[src/rtl/ahb_apb_pkg.sv]
// Shared constants, FSM state type and address decode for the AHB-to-APB bridge.
package ahb_apb_pkg;

  typedef enum logic [2:0] {
    StIdle     = 3'd0,
    StWwait    = 3'd1,
    StRead     = 3'd2,
    StWrite    = 3'd3,
    StWritep   = 3'd4,
    StRenable  = 3'd5,
    StWenable  = 3'd6,
    StWenablep = 3'd7
  } state_e;

  localparam logic [1:0] HTRANS_IDLE   = 2'b00;
  localparam logic [1:0] HTRANS_BUSY   = 2'b01;
  localparam logic [1:0] HTRANS_NONSEQ = 2'b10;
  localparam logic [1:0] HTRANS_SEQ    = 2'b11;

  localparam logic [1:0] HRESP_OKAY = 2'b00;

  localparam logic [31:0] REGION0_BASE  = 32'h8000_0000;
  localparam logic [31:0] REGION0_LIMIT = 32'h83FF_FFFF;
  localparam logic [31:0] REGION1_BASE  = 32'h8400_0000;
  localparam logic [31:0] REGION1_LIMIT = 32'h87FF_FFFF;
  localparam logic [31:0] REGION2_BASE  = 32'h8800_0000;
  localparam logic [31:0] REGION2_LIMIT = 32'h8BFF_FFFF;

  // One-hot peripheral select for an address; zero outside the map.
  function automatic logic [2:0] sel_decode(input logic [31:0] addr);
    logic [2:0] sel;
    sel = 3'b000;
    if (addr >= REGION0_BASE && addr <= REGION0_LIMIT) begin
      sel = 3'b001;
    end else if (addr >= REGION1_BASE && addr <= REGION1_LIMIT) begin
      sel = 3'b010;
    end else if (addr >= REGION2_BASE && addr <= REGION2_LIMIT) begin
      sel = 3'b100;
    end
    return sel;
  endfunction

endpackage

[src/rtl/ahb_slave_if.sv]
// AHB side of the bridge: transfer qualification, select decode and the
// address/data/direction pipeline that lets writes overlap their data phase.
module ahb_slave_if
  import ahb_apb_pkg::*;
(
  input  logic        Hclk,
  input  logic        Hresetn,
  input  logic        Hwrite,
  input  logic        Hreadyin,
  input  logic [1:0]  Htrans,
  input  logic [31:0] Haddr,
  input  logic [31:0] Hwdata,
  output logic        valid,
  output logic [2:0]  selx,
  output logic [2:0]  selx1,
  output logic [2:0]  selx2,
  output logic [31:0] haddr1,
  output logic [31:0] haddr2,
  output logic [31:0] hwdata1,
  output logic [31:0] hwdata2,
  output logic        hwritereg
);

  // A transfer counts only when active, accepted by the bus and inside the map.
  always_comb begin
    valid = Hreadyin &&
            (Htrans == HTRANS_NONSEQ || Htrans == HTRANS_SEQ) &&
            (Haddr >= REGION0_BASE) && (Haddr <= REGION2_LIMIT);
    selx  = sel_decode(Haddr);
    selx1 = sel_decode(haddr1);
    selx2 = sel_decode(haddr2);
  end

  // Free-running pipeline, loaded every edge.
  always_ff @(posedge Hclk) begin
    if (!Hresetn) begin
      haddr1    <= '0;
      haddr2    <= '0;
      hwdata1   <= '0;
      hwdata2   <= '0;
      hwritereg <= 1'b0;
    end else begin
      haddr1    <= Haddr;
      haddr2    <= haddr1;
      hwdata1   <= Hwdata;
      hwdata2   <= hwdata1;
      hwritereg <= Hwrite;
    end
  end

endmodule

[src/rtl/ahb_apb_bridge.sv]
// AHB-to-APB bridge top: sequencing FSM and registered APB/Hreadyout outputs.
module ahb_apb_bridge
  import ahb_apb_pkg::*;
(
  input  logic        Hclk,
  input  logic        Hresetn,
  input  logic        Hwrite,
  input  logic        Hreadyin,
  input  logic [1:0]  Htrans,
  input  logic [31:0] Haddr,
  input  logic [31:0] Hwdata,
  input  logic [31:0] Prdata,
  output logic        Hreadyout,
  output logic [1:0]  Hresp,
  output logic [31:0] Hrdata,
  output logic [31:0] Paddr,
  output logic [31:0] Pwdata,
  output logic        Pwrite,
  output logic        Penable,
  output logic [2:0]  Pselx
);

  logic        valid;
  logic [2:0]  selx, selx1, selx2;
  logic [31:0] haddr1, haddr2, hwdata1;
  logic [31:0] unused_hwdata2;
  logic        hwritereg;

  state_e      state_q, state_d;
  logic [31:0] paddr_d, pwdata_d;
  logic        pwrite_d, penable_d, hreadyout_d;
  logic [2:0]  pselx_d;

  ahb_slave_if u_ahb_slave_if (
    .Hclk      (Hclk),
    .Hresetn   (Hresetn),
    .Hwrite    (Hwrite),
    .Hreadyin  (Hreadyin),
    .Htrans    (Htrans),
    .Haddr     (Haddr),
    .Hwdata    (Hwdata),
    .valid     (valid),
    .selx      (selx),
    .selx1     (selx1),
    .selx2     (selx2),
    .haddr1    (haddr1),
    .haddr2    (haddr2),
    .hwdata1   (hwdata1),
    .hwdata2   (unused_hwdata2),
    .hwritereg (hwritereg)
  );

  assign Hrdata = Prdata;
  assign Hresp  = HRESP_OKAY;

  // Next-state: SETUP/ENABLE sequencing with a pipelined path for back-to-back writes.
  always_comb begin
    state_d = state_q;
    case (state_q)
      StIdle: begin
        if (valid) state_d = Hwrite ? StWwait : StRead;
      end
      StWwait:  state_d = valid ? StWritep : StWrite;
      StRead:   state_d = StRenable;
      StWrite:  state_d = valid ? StWenablep : StWenable;
      StWritep: state_d = StWenablep;
      StRenable, StWenable: begin
        if (valid) state_d = Hwrite ? StWwait : StRead;
        else       state_d = StIdle;
      end
      StWenablep: begin
        if (!hwritereg) state_d = StRead;
        else if (valid) state_d = StWritep;
        else            state_d = StWrite;
      end
      default: state_d = StIdle;
    endcase
  end

  // Output values are chosen by the state being entered; unlisted fields hold.
  always_comb begin
    pselx_d     = Pselx;
    paddr_d     = Paddr;
    pwdata_d    = Pwdata;
    pwrite_d    = Pwrite;
    penable_d   = Penable;
    hreadyout_d = Hreadyout;
    case (state_d)
      StRead: begin
        pselx_d     = selx;
        paddr_d     = Haddr;
        pwrite_d    = 1'b0;
        penable_d   = 1'b0;
        hreadyout_d = 1'b0;
      end
      StWrite, StWritep: begin
        // A second pipelined write sits one stage deeper than a fresh one.
        if (state_q == StWenablep && state_d == StWritep) begin
          pselx_d  = selx2;
          paddr_d  = haddr2;
          pwdata_d = hwdata1;
        end else begin
          pselx_d  = selx1;
          paddr_d  = haddr1;
          pwdata_d = Hwdata;
        end
        pwrite_d    = 1'b1;
        penable_d   = 1'b0;
        hreadyout_d = 1'b0;
      end
      StRenable, StWenable, StWenablep: begin
        penable_d   = 1'b1;
        hreadyout_d = 1'b1;
      end
      default: begin // StIdle, StWwait
        pselx_d     = 3'b000;
        penable_d   = 1'b0;
        pwrite_d    = 1'b0;
        hreadyout_d = 1'b1;
      end
    endcase
  end

  // State and registered outputs with synchronous reset.
  always_ff @(posedge Hclk) begin
    if (!Hresetn) begin
      state_q   <= StIdle;
      Pselx     <= '0;
      Paddr     <= '0;
      Pwdata    <= '0;
      Pwrite    <= 1'b0;
      Penable   <= 1'b0;
      Hreadyout <= 1'b1;
    end else begin
      state_q   <= state_d;
      Pselx     <= pselx_d;
      Paddr     <= paddr_d;
      Pwdata    <= pwdata_d;
      Pwrite    <= pwrite_d;
      Penable   <= penable_d;
      Hreadyout <= hreadyout_d;
    end
  end

endmodule

[config.mk]
export PLATFORM = sky130hd
export DESIGN_NAME = ahb_apb_bridge
export DESIGN_NICKNAME = d
export VERILOG_FILES = /design/src/rtl/ahb_apb_pkg.sv /design/src/rtl/ahb_slave_if.sv /design/src/rtl/ahb_apb_bridge.sv
export SDC_FILE = /design/constraint.sdc
export NUM_CORES = 1
export LEC_CHECK = 0
export CAP_MARGIN = 20
export CORE_AREA = 2 2 129 131
export CTS_BUF_LIST = sky130_fd_sc_hd__clkbuf_4
export DETAILED_ROUTE_END_ITERATION = 8
export DIE_AREA = 0 0 131 133
export MAX_ROUTING_LAYER = met4
export PLACE_DENSITY = 0.81
export RECOVER_POWER = 25
export SLEW_MARGIN = 40
export SYNTH_ARGS = -nofsm -noshare
export SYNTH_HDL_FRONTEND = slang
export SYNTH_SLANG_ARGS = --single-unit
export TNS_END_PERCENT = 100
[constraint.sdc]
create_clock -name Hclk -period 2.7 [get_ports Hclk]
set_clock_uncertainty 0.15 [all_clocks]
set_input_delay 0.405 -clock Hclk [delete_from_list [all_inputs] [get_ports Hclk]]
set_output_delay 0.405 -clock Hclk [all_outputs]
set_load 0.02 [all_outputs]
==> flow_summary.yaml <==
clocking:
  post_cts_buffers: 0
  cts.clk_slew.worst_paths_ps: 120
  cts.sinks: 170
  cts_buffers: 17
  clock_latency_ps: 560
  cts-root-buf: "clkbuf_4"
  cts_hold_buf: 0
  ctsHtreeMaxLevel: 4
  cts_tree: "yes"
  clockBufferDepth: 2
drt:
  ant_nets: 0
  drt-wirelength-per-cell_um: 15.6
  drc: 0
  drtIter0Drc: 327
  vias: 5226
  via_per_inst: 5.09
  finalWirelength_mm: 16.0
  dr.pass1.iters: 5
layout:
  syn_to_final_growth_pct: 28.1
  final_cell_mix: "dfxtp_1 (170), clkdlybuf4s50_1 (137), and2_1 (82)"
  fillers: 1439
  final_layout_size_suffix_gt1_share_pct: 17.2
  finalNonFillerCells: 1027
  final_common_cell: "dfxtp_1"
  fin_util_pct: 54.9
  finalNetCount: 896
  stdcell_area_mm2: 0.00887
  antenna_cells: 0
grt:
  grt_usage_pct: 19.4
  antenna_found_initial: 0
  grt_overflow_total: 0
  grt_max_degree: 102
  grt_pass1_wl_mm: 26.1
  grt_pass1_vias: 5208
worst_setup_path:
  r2r-end: "Pwdata[26]$_SDFFE_PN0N_"
  reg2reg_slack_ps: 440
  path_max_fanout: 17
  crit_path_end_kind: "register"
  required_ps: 3030
  rr_worst_depth: 6
  critical_path_class: "input pin to register"
  crit-reg2reg-launch: "state_q[1]$_SDFF_PN0_"
  cp-start-kind: "input pin"
  cp.arrival_ps: 2920
synthesis:
  synthFlopType: "dfxtp_1"
  ys_ff_latch: 170
  ys_seq_area_share_pct: 49.2
  syn_inst: 678
  synth_area_mm2: 0.00692
  async_reset_ff_share_pct: 0
  ys_warn_count: 0
  syn-mean-instance-area_um2: 10.2
  synth-edff-count: 0
  synthDistinctLibCells: 56
sta:
  setup_violations: 0
  setup_tns_ps: 0
  worst_slack_ps: 111
  finalHoldViolCount: 0
  fin_crit_ps: 2590
  fmax_ghz: 0.386
  fin_crit_sh_pct: 95.9
  rsz0062_at_grt: "no"
  slew_viol_final: 102
  maxSlewHeadroom_pct: -13.7
  worst_slew_pin_slew_ps: 1710
die:
  io_pins: 206
  design.die.area_mm2: 0.0174
  die_y_um: 133
  rows: 47
  coreArea_mm2: 0.0162
  fp.dieW_um: 131
  start_util_pct: 42.8
worst_hold_path:
  hold_path_startpoint: "Hresetn"
  holdPathEnd: "u_ahb_slave_if.haddr1[26]$_SDFF_PN0_"
  worstHoldPathType: "input pin to register"
  min_delay_path_depth: 3
run_status:
  status: "finished with violations"
  failed_checks: "max-capacitance violations, max-slew violations"
placement:
  port_buffers: 138
  dpl.cell_count: 995
  place.gp.congestion: 0.893
  pre_cts_slack_ps: -543
  placed_area_mm2: 0.00854
  dpl.hpwl_mm: 10.9
power_and_ir_drop:
  p_int_mw: 4.80
  seq_power_share_pct: 41.9
  power-per-cell-area_mw_per_mm2: 817
  power.leakage_nw: 3.15
  swShare_pct: 33.8
  pwr-share-comb_pct: 34.2
  ir_drop_mv: 0.369
  clkPwrFrac_pct: 23.9
  p_switching_mw: 2.45
flow_run:
  drv_cap: 1
## critical path, cell delays in order
cell and delay [ps]:
clkdlybuf4s50_1 470, or4b_4 570, or4_4 540, buf_4 170
o41ai_4 260, buf_12 200, o2111ai_1 120, a31oi_1 180
## state kept, by name (all words and copies together) (netlist names)
| signal | count |
|---|---|
| Pwdata | 32 |
| Pwrite | 1 |
| u_ahb_slave_if.hwritereg | 1 |
| state_q | 3 |
| u_ahb_slave_if.haddr1 | 32 |
| Paddr | 32 |
| Hreadyout | 1 |
| u_ahb_slave_if.haddr2 | 32 |
| Pselx | 3 |
| Penable | 1 |
| u_ahb_slave_if.hwdata1 | 32 |
## routing by layer
metal  vias to the layer above  share of wire (%)  track usage (%)
met5                         -                  0                -
met4                         0                1.9             6.62
met3                        27                6.8             5.78
met2                       168                 48             30.5
met1                      2445                 43             23.7
li1                       2586                  -                -
## cells by family (layout without fill, tap and decap cells)
family,after synthesis,after routing,synth area share (%)
and+or+nand+nor,208,208,17.1
DFF,170,170,49.2
AOI/OAI and AO/OA,145,145,16.1
buffers and inverters,90,218,7.72
muxes,64,64,9.83
other,1,2,0.0542
## through the flow
stage | total power, mW | hold WS, ps
6_report | 7.25 | 115
5_1_grt | 7.68 | 73.6
4_1_cts | 7.32 | 64.0
3_5_place_dp | 5.59 | 287
3_3_place_gp | 5.51 | 278
2_1_floorplan | 4.59 | 272
## worst max path at each step
stage | slack [ps] | start | to | cells after the start
after floorplan | 30 | Haddr[30] | Paddr[11]$_SDFFE_PN0N_ | 7
after global placement | -490 | Haddr[30] | Paddr[6]$_SDFFE_PN0N_ | 9
after detailed placement | -540 | Haddr[30] | Paddr[12]$_SDFFE_PN0N_ | 10
after CTS | 80 | Haddr[30] | Paddr[12]$_SDFFE_PN0N_ | 10
after global routing | 20 | Haddr[30] | Paddr[12]$_SDFFE_PN0N_ | 10
final | 110 | Haddr[30] | Pselx[2]$_SDFFE_PN0N_ | 8
## Yosys cell counts (15+ instances only)
library cell / number / area, um^2
dfxtp_1: 170 / 3400
and2_1: 96 / 601
nor2_1: 42 / 158
buf_4: 37 / 278
clkbuf_1: 36 / 135
a211oi_1: 32 / 240
mux2i_1: 32 / 320
a21oi_1: 27 / 135
mux2_2: 27 / 304
nand2_1: 26 / 97.6
or3_1: 18 / 113
o21ai_0: 15 / 75.1
## what timing repair did
action	in CTS	in global routing
hold endpoints to repair	0	0
resized for setup	0	1
setup endpoints to repair	0	5
## power by group through the flow
stage / combinational [mW] / clock [mW] / sequential, mW
2_1_floorplan: 1.24 / 0 / 3.35
3_3_place_gp: 2.42 / 0 / 3.09
3_5_place_dp: 2.49 / 0 / 3.09
4_1_cts: 2.50 / 1.78 / 3.04
5_1_grt: 2.71 / 1.90 / 3.08
6_report: 2.48 / 1.73 / 3.04
## area by class of cell
class | instances | area [um^2] | share of cell area (%)
repair buffers | 180 | 1790 | 20.2
inverters | 6 | 22.5 | 0.254
multi-input cells | 419 | 3030 | 34.1
clock inverters | 14 | 216 | 2.44
well taps | 220 | 275 | 3.10
clock buffers | 18 | 135 | 1.52
flip-flops and latches | 170 | 3400 | 38.4
Note: power is estimated with default switching activity, not from simulation.
